==> src/rtl/serial_add_ctrl.sv <==
// Bit-serial adder controller: one full-adder step per RUN cycle, LSB first.
// Result and carry are registered and held from the done pulse until the next accept.
module serial_add_ctrl #(
    parameter int unsigned WIDTH = 8
) (
    input  logic             clk,
    input  logic             rst_n,
    input  logic             start,
    input  logic [WIDTH-1:0] a,
    input  logic [WIDTH-1:0] b,
    input  logic             cin,
    output logic             busy,
    output logic             done,
    output logic [WIDTH-1:0] sum,
    output logic             cout
);

    localparam int unsigned CntW = $clog2(WIDTH);

    typedef enum logic [1:0] {
        StIdle = 2'd0,
        StRun  = 2'd1,
        StDone = 2'd2
    } state_e;

    state_e            r_state;
    logic [WIDTH-1:0]  r_a;
    logic [WIDTH-1:0]  r_b;
    logic              r_c;
    logic [CntW-1:0]   r_cnt;
    logic [WIDTH-1:0]  r_sum;
    logic              r_cout;
    logic              r_busy;
    logic              r_done;
    logic              r_start_prev;

    logic              w_s;
    logic              w_c;
    logic              w_last;
    logic              w_accept;

    assign w_s    = r_a[0] ^ r_b[0] ^ r_c;
    assign w_c    = (r_a[0] & r_b[0]) | (r_a[0] & r_c) | (r_b[0] & r_c);
    assign w_last = (r_cnt == CntW'(WIDTH - 1));

    // A request held across the result cycle chains into the next operation; a request
    // that first appears in the DONE cycle is dropped, never remembered.
    assign w_accept = start & ((r_state == StIdle) | ((r_state == StDone) & r_start_prev));

    always_ff @(posedge clk or negedge rst_n) begin
        if (!rst_n) begin
            r_state      <= StIdle;
            r_a          <= '0;
            r_b          <= '0;
            r_c          <= 1'b0;
            r_cnt        <= '0;
            r_sum        <= '0;
            r_cout       <= 1'b0;
            r_busy       <= 1'b0;
            r_done       <= 1'b0;
            r_start_prev <= 1'b0;
        end else begin
            r_start_prev <= start;
            r_done       <= 1'b0;
            unique case (r_state)
                StIdle, StDone: begin
                    if (w_accept) begin
                        r_a     <= a;
                        r_b     <= b;
                        r_c     <= cin;
                        r_cnt   <= '0;
                        r_sum   <= '0;
                        r_cout  <= 1'b0;
                        r_busy  <= 1'b1;
                        r_state <= StRun;
                    end else begin
                        r_busy  <= 1'b0;
                        r_state <= StIdle;
                    end
                end
                StRun: begin
                    r_sum <= {w_s, r_sum[WIDTH-1:1]};
                    r_a   <= r_a >> 1;
                    r_b   <= r_b >> 1;
                    r_c   <= w_c;
                    r_cnt <= r_cnt + CntW'(1);
                    if (w_last) begin
                        r_cout  <= w_c;
                        r_done  <= 1'b1;
                        r_state <= StDone;
                    end
                end
                default: begin
                    r_busy  <= 1'b0;
                    r_state <= StIdle;
                end
            endcase
        end
    end

    assign busy = r_busy;
    assign done = r_done;
    assign sum  = r_sum;
    assign cout = r_cout;

endmodule

==> config.mk <==
export PLATFORM = sky130hd
export DESIGN_NAME = serial_add_ctrl
export DESIGN_NICKNAME = d
export VERILOG_FILES = /design/src/rtl/serial_add_ctrl.sv
export SDC_FILE = /design/constraint.sdc
export NUM_CORES = 1
export LEC_CHECK = 0
export ABC_CLOCK_PERIOD_IN_PS = 1380
export CORE_ASPECT_RATIO = 0.7
export CORE_MARGIN = 2
export CORE_UTILIZATION = 52
export DETAILED_ROUTE_END_ITERATION = 10
export DONT_BUFFER_PORTS = 1
export PLACE_DENSITY = 0.67
export SLEW_MARGIN = 20
export SYNTH_ARGS = -nofsm -noshare
export SYNTH_HDL_FRONTEND = slang
export SYNTH_SLANG_ARGS = --single-unit
export TNS_END_PERCENT = 50
==> constraint.sdc <==
create_clock -name clk -period 1.38 [get_ports clk]
set_input_delay 0.069 -clock clk [delete_from_list [all_inputs] [get_ports clk]]
set_output_delay 0.069 -clock clk [all_outputs]
set_load 0.02 [all_outputs]
# Yosys cells after proc, flatten, opt, wreduce, memory -nomap -nowiden
# Cells that the tools add are included.
dict set report op_classes {
  n_bitwise 10
  shift 0
  n_eq_ne 5
  add_sub_neg 1
  n_reduce_logical 5
  div_mod_pow 0
  muxes 20
  n_lt_le_gt_ge 0
  multipliers 0
}
# operator count
set op_table {}
lappend op_table {{8-bit one-hot mux with 2 select lines} 3}
lappend op_table {{8-bit 2-to-1 mux} 3}
lappend op_table {{1-bit 2-to-1 mux} 7}
lappend op_table {{1-bit one-hot mux with 2 select lines} 3}
lappend op_table {{3-bit one-hot mux with 2 select lines} 1}
lappend op_table {{1-bit AND} 5}
lappend op_table {{2-bit != test (second input constant)} 2}
lappend op_table {{2-bit one-hot mux with 2 select lines} 1}
lappend op_table {{3-bit by 1-bit adder with 3-bit output (second input constant)} 1}
lappend op_table {{3-bit == test (second input constant)} 1}
lappend op_table {{3-bit 2-to-1 mux} 1}
lappend op_table {{1-bit bitwise OR} 3}
lappend op_table {{3-bit AND reduction} 1}
lappend op_table {{2-bit by 1-bit == test with 1-bit output (second input constant)} 1}
lappend op_table {{2-bit == test (second input constant)} 1}
lappend op_table {{2-bit zero test} 1}
lappend op_table {{2-bit 2-to-1 mux} 1}
lappend op_table {{2-bit AND reduction} 1}
lappend op_table {{2-bit nonzero test} 1}
lappend op_table {{2-bit OR reduction} 1}
lappend op_table {{1-bit bitwise XOR} 2}
dict set report totals {
  latch_bits 0
  mem_bits_rw 0
  elab_cells 51
  rom_bits 0
  register_bits 34
  out_inout_bits 11
  input_bits 20
  n_memories 0
}

# Depth between registers and ports, before layout
dict set report depth {
  word_depth 6
  depth_mapped 6
  depth_no_buf 4
}

# Least setup slack after synthesis
# Ideal clock, no wire load.
dict set report synth_path {
  path_kind {reg-to-reg}
  startpoint {register r_state[0]}
  endpoint {register r_cout (netlist: cout)}
  setup_slack_ns 0.213
  period_less_slack_ns 1.167
  path_buffers 2
  t_required_ns 1.248
  arrival_time_ns 1.035
  setup_ns 0.132
  path_stages_with_launch 6
  path_cell_list {dfrtp_1 -> nand2b_2 -> buf_6 -> buf_6 -> o211ai_2 -> o211ai_1}
}
dict set report synth_via {
  elab_chain_len 6
  elab_cells_between_ends 12
  classes_between {eq/ne (4); mux (1); bitwise (3); reduce/logical (4)}
}
# item line_no
set synth_rtl {}
lappend synth_rtl {{from (decl)} 26} ;# state_e r_state;
lappend synth_rtl {{from (signal assigned)} 52} ;# r_state <= StIdle;
lappend synth_rtl {{from (signal assigned)} 75} ;# r_state <= StRun;
lappend synth_rtl {{from (signal assigned)} 78} ;# r_state <= StIdle;
lappend synth_rtl {{2-bit == test} {48, 65}}
lappend synth_rtl {{1-bit AND} 48} ;# assign w_accept = start & ((r_state == StIdle) | ((r_state == StDone) & r_start_prev));
lappend synth_rtl {{1-bit bitwise OR} 48}
lappend synth_rtl {{1-bit AND} 48}
lappend synth_rtl {{2-bit != test (no line)} n/a}
lappend synth_rtl {{3-bit AND reduction (no line)} n/a}
lappend synth_rtl {{to (signal assigned)} 88} ;# r_cout <= w_c;
lappend synth_rtl {{to (decl)} 32} ;# logic r_cout;
# Several ways; a longest one is shown, not always the timed one.
# A chain may end at the register's enable or synchronous reset.

# Final worst setup path
dict set report layout_path {
  startpoint {register r_state[0]}
  endpoint {register r_b[2]}
}
dict set report layout_via {
  elab_chain_len 6
  elab_cells_between_ends 11
  classes_between {eq/ne (3); mux (1); bitwise (3); reduce/logical (4)}
}
# item line_no
set layout_rtl {}
lappend layout_rtl {{2-bit == test} {48, 65}}
lappend layout_rtl {{1-bit AND} 48}
lappend layout_rtl {{1-bit bitwise OR} 48}
lappend layout_rtl {{1-bit AND} 48}
lappend layout_rtl {{2-bit != test (no line)} n/a}
lappend layout_rtl {{2-bit AND reduction (no line)} n/a}
lappend layout_rtl {{to (signal assigned)} 84} ;# r_b <= r_b >> 1;
lappend layout_rtl {{to (decl)} 28} ;# logic [WIDTH-1:0] r_b;
# Several ways; a longest one is shown, not always the timed one.

==> results.cfg <==
[place]
portBuffers = 0
place_worst_setup_slack_ns = 0.104
gp_congestion = 0.726
dp.cells = 195
dpl-instance-area_um2 = 1660
dp_hpwl_um = 2320

[die]
initial_utilization_pct = 53.8
io_pins = 31
die_h_um = 51.6
die_w_um = 72.0
dieArea_um2 = 3710
num_rows = 17
core_um2 = 3130

[synthesis]
synth-seq-cells = 34
synth_fa_ha_area_share_pct = 2.68
synthXorXnorAreaFrac_pct = 0
synth.yosys.seq_area_share_pct = 50.6
ys_warn_count = 0
synth_compound_area_share_pct = 25.9
synth_cell_types = 29
syn_avg_cell_area_um2 = 10.1
synthCells = 167
syn-num-nets = 190
syn_area_um2 = 1680
yosys.area_share.simple_pct = 11.1
synth_top_family_by_area = compound AO/OA/AOI/OAI gates
synth.area.mux_share_pct = 0

[clocking]
cts_sinks = 34
clk_root_buffer_cell = clkbuf_8
cts_max_level = 2
cts_buffer_depth = 2
clk_latency_ns = 0.28
cts_made_buffers = 5
cts_resized = 0
cts_tree = yes
cts.hold.buffers_added = 16
clkTransAtPathRegs_ns = 0.07
cts_setup_buffers = 0

[power_and_ir_drop]
power_frac_clock_pct = 16.5
ir_worst_vdd_mv = 1.17
internal_power_w = 0.00245
leakagePower_nw = 0.791
pwr-share-seq_pct = 44.5
p_sw_share_pct = 40.9
cellPowerDensity_nw_per_um2 = 2170
p_sw_w = 0.00170
power_frac_comb_pct = 39.0

[detailed_routing]
vias_per_cell = 6.17
drt-wirelength-per-cell_um = 16.7
routed_wl_um = 3640
ant_nets = 0
drc = 0
firstDrtPassIters = 4
drt_iter0_markers = 124
vias = 1346

[timing]
slew_viol_final = 0
worst_slack_ns = 0.0993
skew_ns = 0.00366
tightest_slew_ns = 0.511
rsz0062_at_grt = no
period_needed_ns = 1.28
hold_viol_final = 0
slew_headroom_pct = 65.8
max_freq_mhz = 781
post-route-period-util_pct = 92.8
fin_setup_tns_ns = 0
setup_viol = 0

[final_layout]
fin_nets = 203
drive_above_1_share_pct = 11.1
insertedDiodeCount = 0
design_area_um2 = 1910
fin_cells = 218
area_delta_synth_final_pct = 13.6
seq_area_um2 = 851
multi_input_comb_area_um2 = 667
num-fill-cells = 267
postLayoutCoreUtil_pct = 61.1

[global_routing]
grt_max_degree = 35
overflow = 0
grt_pass1_vias = 1261
track_usage_pct = 21.7
grt_pass1_wl_um = 6000
antenna_found_initial = 0

[critical_path]
timing.rr.start = r_state[0]$_DFFE_PN0P_
critPathLaunch = r_state[0]$_DFFE_PN0P_
r2r_cells = 4
critical_path.cell_chain = nand2b_2, buf_4, o21ai_0, a31oi_1
cp_data_required_time_ns = 1.54
cp_max_fo = 14
startpoint_type = flop
end_kind = flop
cp_slowest_cell = dfrtp_1
worstReg2RegEnd = r_b[2]$_DFFE_PN0P_
critical_path_class = reg2reg
r2r_slack_ns = 0.1
slowest_delay_ns = 0.41
cp_top_family = flip-flops
crit_buf_inv = 1
arrival_ns = 1.44

[min_path]
min_from = start
whs_endpoint = r_a[5]$_DFFE_PN0P_
hold_depth = 2
min-delay-path-class = in2reg

[flow_run]
maxCapViolCount = 0

[status]
outcome = finished clean
-- cells in the final DEF, fill, tap and decap left out, types with 2 or more instances in the layout --
cell type	synthesis	routed
nor2_1	12	12
clkbuf_8	0	5
a21oi_1	2	2
ha_1	2	2
nand2_1	23	23
dfrtp_1	34	34
o21ai_1	9	9
o211ai_1	2	2
inv_1	5	5
buf_12	0	2
o21ai_0	15	15
dlygate4sd3_1	0	15
o22ai_1	2	2
o2111ai_1	17	17
clkbuf_1	0	2
a31oi_1	12	12
buf_4	4	7
-- synthesized netlist by cell type --
cell / count / share of area (%)
clkinv_1: 1 / 0.22
nand2b_1: 1 / 0.37
dfrtp_1: 34 / 51
nor2_1: 12 / 2.7
buf_4: 4 / 1.8
and2b_1: 1 / 0.45
a21o_1: 1 / 0.45
inv_1: 5 / 1.1
a21oi_1: 2 / 0.60
a31oi_1: 12 / 4.5
nand2b_2: 1 / 0.52
o2111ai_1: 17 / 8.9
o21ai_1: 9 / 2.7
o221ai_1: 1 / 0.52
o211ai_1: 2 / 0.89
o311ai_2: 1 / 0.97
o21ai_0: 15 / 4.5
nand2_1: 23 / 5.1
o311ai_1: 1 / 0.52
nor2b_4: 1 / 0.82
o22ai_1: 2 / 0.74
fa_1: 1 / 1.2
o211ai_2: 1 / 0.74
buf_6: 6 / 4.0
inv_2: 1 / 0.22
nor2_4: 1 / 0.67
buf_2: 8 / 2.4
ha_1: 2 / 1.5
nand3b_1: 1 / 0.45
-- area by class of cell --
cell class / instances / share of cell area [%]
Sequential cell: 34 / 44.5
Multi-Input combinational cell: 108 / 34.9
Timing Repair Buffer: 24 / 12.7
Clock buffer: 7 / 3.99
Tap cell: 38 / 2.49
Inverter: 7 / 1.38
-- metal layers --
metal	up-vias	GRT usage (%)	part of all wire (%)	wire, um
met1	656	31.0	49	1780
met2	52	31.0	43	1580
met3	6	6.01	6.0	217
met5	-	0	0	0
li1	632	-	-	-
met4	0	9.43	1.5	56
-- how the worst max path moves through the flow --
stage / end / depth (start not counted)
floorplan: cout$_DFFE_PN0P_ / 5
global placement: r_c$_DFFE_PN0P_ / 3
detailed placement: r_b[2]$_DFFE_PN0P_ / 4
CTS: r_b[2]$_DFFE_PN0P_ / 4
global route: r_a[1]$_DFFE_PN0P_ / 4
finish: r_b[2]$_DFFE_PN0P_ / 4
-- power by group through the flow --
stage	registers (W)	logic (W)	clock network (W)
floorplan	0.00179	0.00133	0
global placement	0.00185	0.00148	0
detailed placement	0.00186	0.00155	0
CTS	0.00184	0.00163	0.000699
global route	0.00189	0.00183	0.000747
finish	0.00184	0.00162	0.000686
-- sequential cells by signal (all words and copies together), names as in the netlist --
| signal | cells |
|---|---|
| done | 1 |
| sum | 8 |
| cout | 1 |
| r_a | 8 |
| r_state | 2 |
| r_cnt | 3 |
| r_c | 1 |
| r_start_prev | 1 |
| busy | 1 |
| r_b | 8 |
-- kinds of logic (layout without fill, tap and decap cells) --
kind of cell	after synthesis	count (layout)
adders and majority gates	3	3
buffers and inverters	25	38
DFF	34	34
and+or+nand+nor	41	41
AOI/OAI and AO/OA	64	64
-- metrics by stage --
step           total power [W]  hold WS [ns]
6_report               0.00415       0.00804
3_5_place_dp           0.00341        -0.226
2_1_floorplan          0.00313        -0.227
3_3_place_gp           0.00333        -0.226
4_1_cts                0.00417      0.000184
5_1_grt                0.00447       0.00716
-- worst reg2reg max path: stages (launching register included) --
cell and delay, ns:
dfrtp_1 0.41, nand2b_2 0.25, buf_4 0.20, o21ai_0 0.20, a31oi_1 0.10
(Power assumes the default switching activity.)
